`config.mk`:
```
export PLATFORM = sky130hd
export DESIGN_NAME = shift_left_unit
export DESIGN_NICKNAME = d
export VERILOG_FILES = /design/src/rtl/shift_left_unit.sv
export SDC_FILE = /design/constraint.sdc
export NUM_CORES = 1
export LEC_CHECK = 0
export CAP_MARGIN = 0
export CORE_ASPECT_RATIO = 1.1
export CORE_MARGIN = 2
export CORE_UTILIZATION = 39
export CTS_CLUSTER_DIAMETER = 30
export CTS_CLUSTER_SIZE = 40
export DETAILED_ROUTE_END_ITERATION = 10
export PLACE_DENSITY = 0.74
export SLEW_MARGIN = 0
export SYNTH_ARGS = -nofsm -noshare
export SYNTH_HDL_FRONTEND = slang
export SYNTH_SLANG_ARGS = --single-unit
```
`constraint.sdc`:
```
create_clock -name clk_i -period 1.18 [get_ports clk_i]
set_input_delay 0.295 -clock clk_i [delete_from_list [all_inputs] [get_ports clk_i]]
set_output_delay 0.295 -clock clk_i [all_outputs]
set_load 0.1 [all_outputs]
```
`src/rtl/shift_left_unit.sv`:
```
// Sequential shift-left engine: loads a word, shifts it left one bit per clock, serialises MSBs.
// Define SHIFT_LEFT_ROTATE_EN to refill the LSB with the outgoing MSB (rotate-left).
module shift_left_unit #(
  parameter int unsigned N  = 8,
  parameter int unsigned AW = 3
) (
  input  logic          clk_i,
  input  logic          rst_i,
  input  logic          start_i,
  input  logic [N-1:0]  data_i,
  input  logic [AW-1:0] amt_i,
  output logic          ready_o,
  output logic          busy_o,
  output logic [N-1:0]  data_o,
  output logic          sdo_o,
  output logic          sdo_valid_o,
  output logic          carry_o,
  output logic          done_o
);

  typedef enum logic [1:0] {StIdle, StShift, StDone} state_e;

  state_e        r_state, w_state_d;
  logic [N-1:0]  r_shift, w_shift_d;
  logic [AW-1:0] r_cnt, w_cnt_d;
  logic          r_carry, w_carry_d;
  logic          w_fill;

`ifdef SHIFT_LEFT_ROTATE_EN
  assign w_fill = r_shift[N-1];
`else
  assign w_fill = 1'b0;
`endif

  always_comb begin
    w_state_d = r_state;
    w_shift_d = r_shift;
    w_cnt_d   = r_cnt;
    w_carry_d = r_carry;
    unique case (r_state)
      StIdle: begin
        if (start_i) begin
          w_shift_d = data_i;
          w_cnt_d   = amt_i;
          w_carry_d = 1'b0;
          w_state_d = (amt_i != '0) ? StShift : StDone;
        end
      end
      StShift: begin
        w_shift_d = {r_shift[N-2:0], w_fill};
        w_carry_d = r_carry | r_shift[N-1];
        w_cnt_d   = r_cnt - AW'(1);
        if (r_cnt == AW'(1)) begin
          w_state_d = StDone;
        end
      end
      StDone: begin
        w_state_d = StIdle;
      end
      default: begin
        w_state_d = StIdle;
      end
    endcase
  end

  always_ff @(posedge clk_i or posedge rst_i) begin
    if (rst_i) begin
      r_state <= StIdle;
      r_shift <= '0;
      r_cnt   <= '0;
      r_carry <= 1'b0;
    end else begin
      r_state <= w_state_d;
      r_shift <= w_shift_d;
      r_cnt   <= w_cnt_d;
      r_carry <= w_carry_d;
    end
  end

  // Every output is a decode of registered state only.
  assign ready_o     = (r_state == StIdle);
  assign busy_o      = (r_state == StShift);
  assign sdo_valid_o = (r_state == StShift);
  assign done_o      = (r_state == StDone);
  assign data_o      = r_shift;
  assign sdo_o       = r_shift[N-1];
  assign carry_o     = r_carry;

endmodule

```
# Yosys cells after proc, flatten, opt, wreduce, memory -nomap -nowiden

Cells that the tools add are included.

Bits of input ports: 14
Register bits: 14
Output and inout bits: 14
Logic and storage cells: 26

Reduce and logical (&&, ||, !) cells: 5
Add/sub/neg operators: 1
Bitwise gates (word level): 1
Equality and inequality tests: 5
Mux-type cells: 10

Operators by type and width:

| cell                                             | count |
|---|---|
| case mux 8 bit (2 select lines)                  | 1 |
| two-way mux 8 bit                                | 1 |
| two-way mux 2 bit                                | 3 |
| case mux 3 bit (2 select lines)                  | 1 |
| case mux 2 bit (2 select lines)                  | 1 |
| AND reduction 2 bit                              | 2 |
| == test 3 x 1 -> 1 bit, second input constant    | 1 |
| two-way mux 3 bit                                | 1 |
| nonzero test 3 bit                               | 1 |
| subtractor 3 x 1 -> 3 bit, second input constant | 1 |
| == test 2 x 1 -> 1 bit, second input constant    | 1 |
| == test 2 bit, second input constant             | 1 |
| logical NOT 2 bit                                | 1 |
| != test 2 x 1 -> 1 bit, second input constant    | 1 |
| != test 2 bit, second input constant             | 1 |
| case mux 1 bit (2 select lines)                  | 1 |
| nonzero test 2 bit                               | 1 |
| two-way mux 1 bit                                | 1 |
| OR 1 bit                                         | 1 |

# Longest topological paths before layout

Word-level depth: 4
Gate-level depth with buffers: 5
Mapped depth without buffers: 5

# Worst setup path before layout

No wires, ideal clock.

Path kind: reg-to-output
Start point: register r_state[1]
End point: output ready_o
Cell stages (with the launch flop): 3
Slack: -1.000 ns
Required time: 0.885 ns
Path buffers: 1
Arrival: 1.885 ns
Path through: dfrtp_1 > buf_2 > nor2_1

Word-level cells in the longest chain between the ends: 1

Ends and longest elaborated chain:

| what                     | line | source |
|---|---|---|
| start: declaration       | 23   | `state_e r_state, w_state_d;` |
| start signal: assignment | 68   | `r_state <= StIdle;` |
| start signal: assignment | 73   | `r_state <= w_state_d;` |
| logical NOT 2 bit        | 81   | `assign ready_o = (r_state == StIdle);` |
| end: declaration         | 12   | `output logic ready_o,` |

Every way passes these cells.

# Worst setup path in the final report

Same ends and word-level chain as after synthesis.

==> results <==
## synth_stat cells
master     instances  area share, %
dfrtp_1           14             44
inv_1              9            4.3
o21ai_0            8            5.0
a21oi_1            6            3.8
and2_1             5            3.9
nand2_1            5            2.4
a31oi_1            4            3.2
a22oi_1            3            2.8
nor2_1             3            1.4
nor2b_1            3            2.4
buf_2              2            1.3
buf_4              2            1.9
buf_6              2            2.8
ha_1               2            3.2
a21o_1             1           0.95
a22o_1             1            1.1
a22oi_2            1            1.6
a2bb2oi_1          1            1.1
a311oi_1           1            1.1
a32o_1             1            1.3
a32oi_1            1            1.1
and3b_1            1            1.1
nand2b_1           1           0.79
nor2b_2            1            1.1
nor2b_4            1            1.7
nor3_1             1           0.63
o21ai_1            1           0.63
o21bai_2           1            1.4
o22ai_1            1           0.79
o31a_1             1            1.1
## layer usage
metal | wire (microns) | global-route usage [%] | share of wire, %
met2 | 1430 | 40.4 | 56
met3 | 93 | 2.47 | 3.6
met4 | 49 | 9.72 | 1.9
met1 | 982 | 25.0 | 38
met5 | 0 | 0 | 0
## logic make-up after synthesis
| kind of cell | Yosys count |
|---|---|
| simple gates | 21 |
| compound gates | 32 |
| buf+inv | 15 |
| flops | 14 |
| fa+ha+maj | 2 |
## final cells by class
cell class                 count  area share, %
clock buffer                   4           1.65
inverter                       9           2.36
multi-input combinational     55           27.0
sequential                    14           23.0
tap                           28           2.20
timing repair buffer          62           43.8
## metrics by stage
step / setup TNS, ns / cells / setup slack [ns] / util (%)
finish: -3.39 / 172 / -0.299 / 81.2
global route: -4.05 / 172 / -0.311 / 81.2
CTS: -2.26 / 169 / -0.284 / 77.6
detailed placement: -3.39 / 153 / -0.321 / 70.1
global placement: -2.86 / 153 / -0.256 / 70.1
floorplan: -1.49 / 84 / -0.408 / -
## worst max-delay path, cell delays in order, from the launching register on
cell     delay (ns)
dfrtp_2        0.45
buf_4          0.17
nor2_4         0.09
buf_12         0.18
## worst max path at each step
stage	start	to	slack, ns	depth (start not counted)
final	r_state[1]	ready_o	-0.30	3
after global routing	r_state[1]	ready_o	-0.31	3
after CTS	r_state[1]	ready_o	-0.28	3
after detailed placement	start_i	data_o[7]	-0.32	5
after global placement	start_i	data_o[6]	-0.26	5
after floorplan	r_state[0]	sdo_valid_o	-0.41	3
## layout by cell type (no fill, tap or decap), drive strengths merged, types with 2 or more instances in the layout
| master | synthesis | final |
|---|---|---|
| buf | 6 | 49 |
| dfrtp | 14 | 14 |
| clkdlybuf4s50 | 0 | 13 |
| o21ai | 9 | 9 |
| inv | 9 | 8 |
| a21oi | 6 | 6 |
| and2 | 5 | 5 |
| nand2 | 5 | 5 |
| nor2b | 5 | 5 |
| a31oi | 4 | 4 |
| a22oi | 4 | 4 |
| clkbuf | 0 | 4 |
| nor2 | 3 | 3 |
| ha | 2 | 2 |
## state kept, by name, summed over array words and instances, names as in the netlist
| signal | count |
|---|---|
| r_state | 2 |
| r_cnt | 3 |
| carry_o | 1 |
| data_o | 8 |
## repair_timing
item                       CTS  global route
cloned                       0             0
resized for setup            7            18
pin swaps                    1             3
buffers inserted            12             3
setup endpoints to repair   21            27
==> results.sh <==
export IMPL_ant_nets=0
export IMPL_clockRootBuffer="clkbuf_4"
export IMPL_cts_clk_slew_worst_paths_ns=0.09
export IMPL_cts_tree="built"
export IMPL_nNetsFinal=161
export IMPL_nFillCells=112
export IMPL_place_gp_congestion=0.768
export IMPL_die_w_microns=47
export IMPL_rr_startpoint="r_state[1]"
export IMPL_grt_max_degree=15
export IMPL_place_area_sq_mm=0.00137
export IMPL_vias=882
export IMPL_fin_ws_ns=-0.299
export IMPL_grt_overflow_total=0
export IMPL_crit_path_start_kind="flip-flop"
export IMPL_synth_seq_area_share_pct=44.2
export IMPL_row_count=17
export IMPL_netlist_area_sq_um=793
export IMPL_status="finished with violations"
export IMPL_grt_pass1_wl_mm=3.80
export IMPL_crit_path_end_kind="output port"
export IMPL_hold_viol=0
export IMPL_crit_required_ns=0.88
export IMPL_avgSynthCellArea_sq_um=9.44
export IMPL_synthAdderAreaFrac_pct=3.15
export IMPL_worstHoldPathType="in -> async"
export IMPL_io_buffers=27
export IMPL_io_pins=28
export IMPL_crit_arrival_ns=1.18
export IMPL_synthCells=84
export IMPL_h_tree_depth=1
export IMPL_rsz0062_at_grt="true"
export IMPL_clock_path_buffers=2
export IMPL_slew_headroom_pct=83.3
export IMPL_grt_use_total_pct=22.3
export IMPL_reg2reg_depth=6
export IMPL_die_h_microns=51.3
export IMPL_synth_xor_area_share_pct=0
export IMPL_ys_seq_elements=14
export IMPL_grt_pass1_vias=906
export IMPL_grt_antenna_before_repair=0
export IMPL_fmax_mhz=676
export IMPL_vias_per_cell=5.13
export IMPL_synth_yosys_warnings=0
export IMPL_synth_nets=100
export IMPL_violations="setup timing"
export IMPL_drc_errors=0
export IMPL_worstMarginPinSlew_ns=0.248
export IMPL_first_pass_iters=4
export IMPL_yosys_area_share_simple_pct=15.5
export IMPL_dp_hpwl_mm=1.69
export IMPL_clock_sinks=14
export IMPL_wl_per_cell_microns=14.9
export IMPL_synth_compound_area_share_pct=27.0
export IMPL_synthToLayoutAreaGrowth_pct=100
export IMPL_muxShareOfSynthArea_pct=0
export IMPL_fin_skew_ns=0.00675
export IMPL_post_route_cell_area_sq_mm=0.00159
export IMPL_slew_violations=0
export IMPL_reg2reg_to="data_o[0]"
export IMPL_drive_gt1_share_pct=52.8
export IMPL_post_route_period_util_pct=125
export IMPL_synth_top_family_by_area="compound AO/OA/AOI/OAI gates"
export IMPL_seq_area_sq_um=365
export IMPL_start_util_pct=40.5
export IMPL_r2r_setup_slack_ns=-0.23
export IMPL_routed_wl_mm=2.56
export IMPL_fin_crit_ns=1.48
export IMPL_worstSkewPairLatency_ns=0.29
export IMPL_drtIter0Drc=16
export IMPL_critPathMaxFanout=4
export IMPL_maxCapViolations=0
export IMPL_num_antenna_cells=0
export IMPL_cts_hold_buffers=0
export IMPL_critical_path_class="reg -> out"
export IMPL_setup_viol=28
export IMPL_yosysUniqueCellTypes=30
export IMPL_multi_input_area_sq_um=429
export IMPL_coreArea_sq_mm=0.00196
export IMPL_whs_ns=0.293
export IMPL_numCtsBuffers=3
export IMPL_die_area_sq_mm=0.00241
Power of run 1 is not shown: default switching activity piles up to over one toggle a cycle in this logic, so the estimate is an artifact.
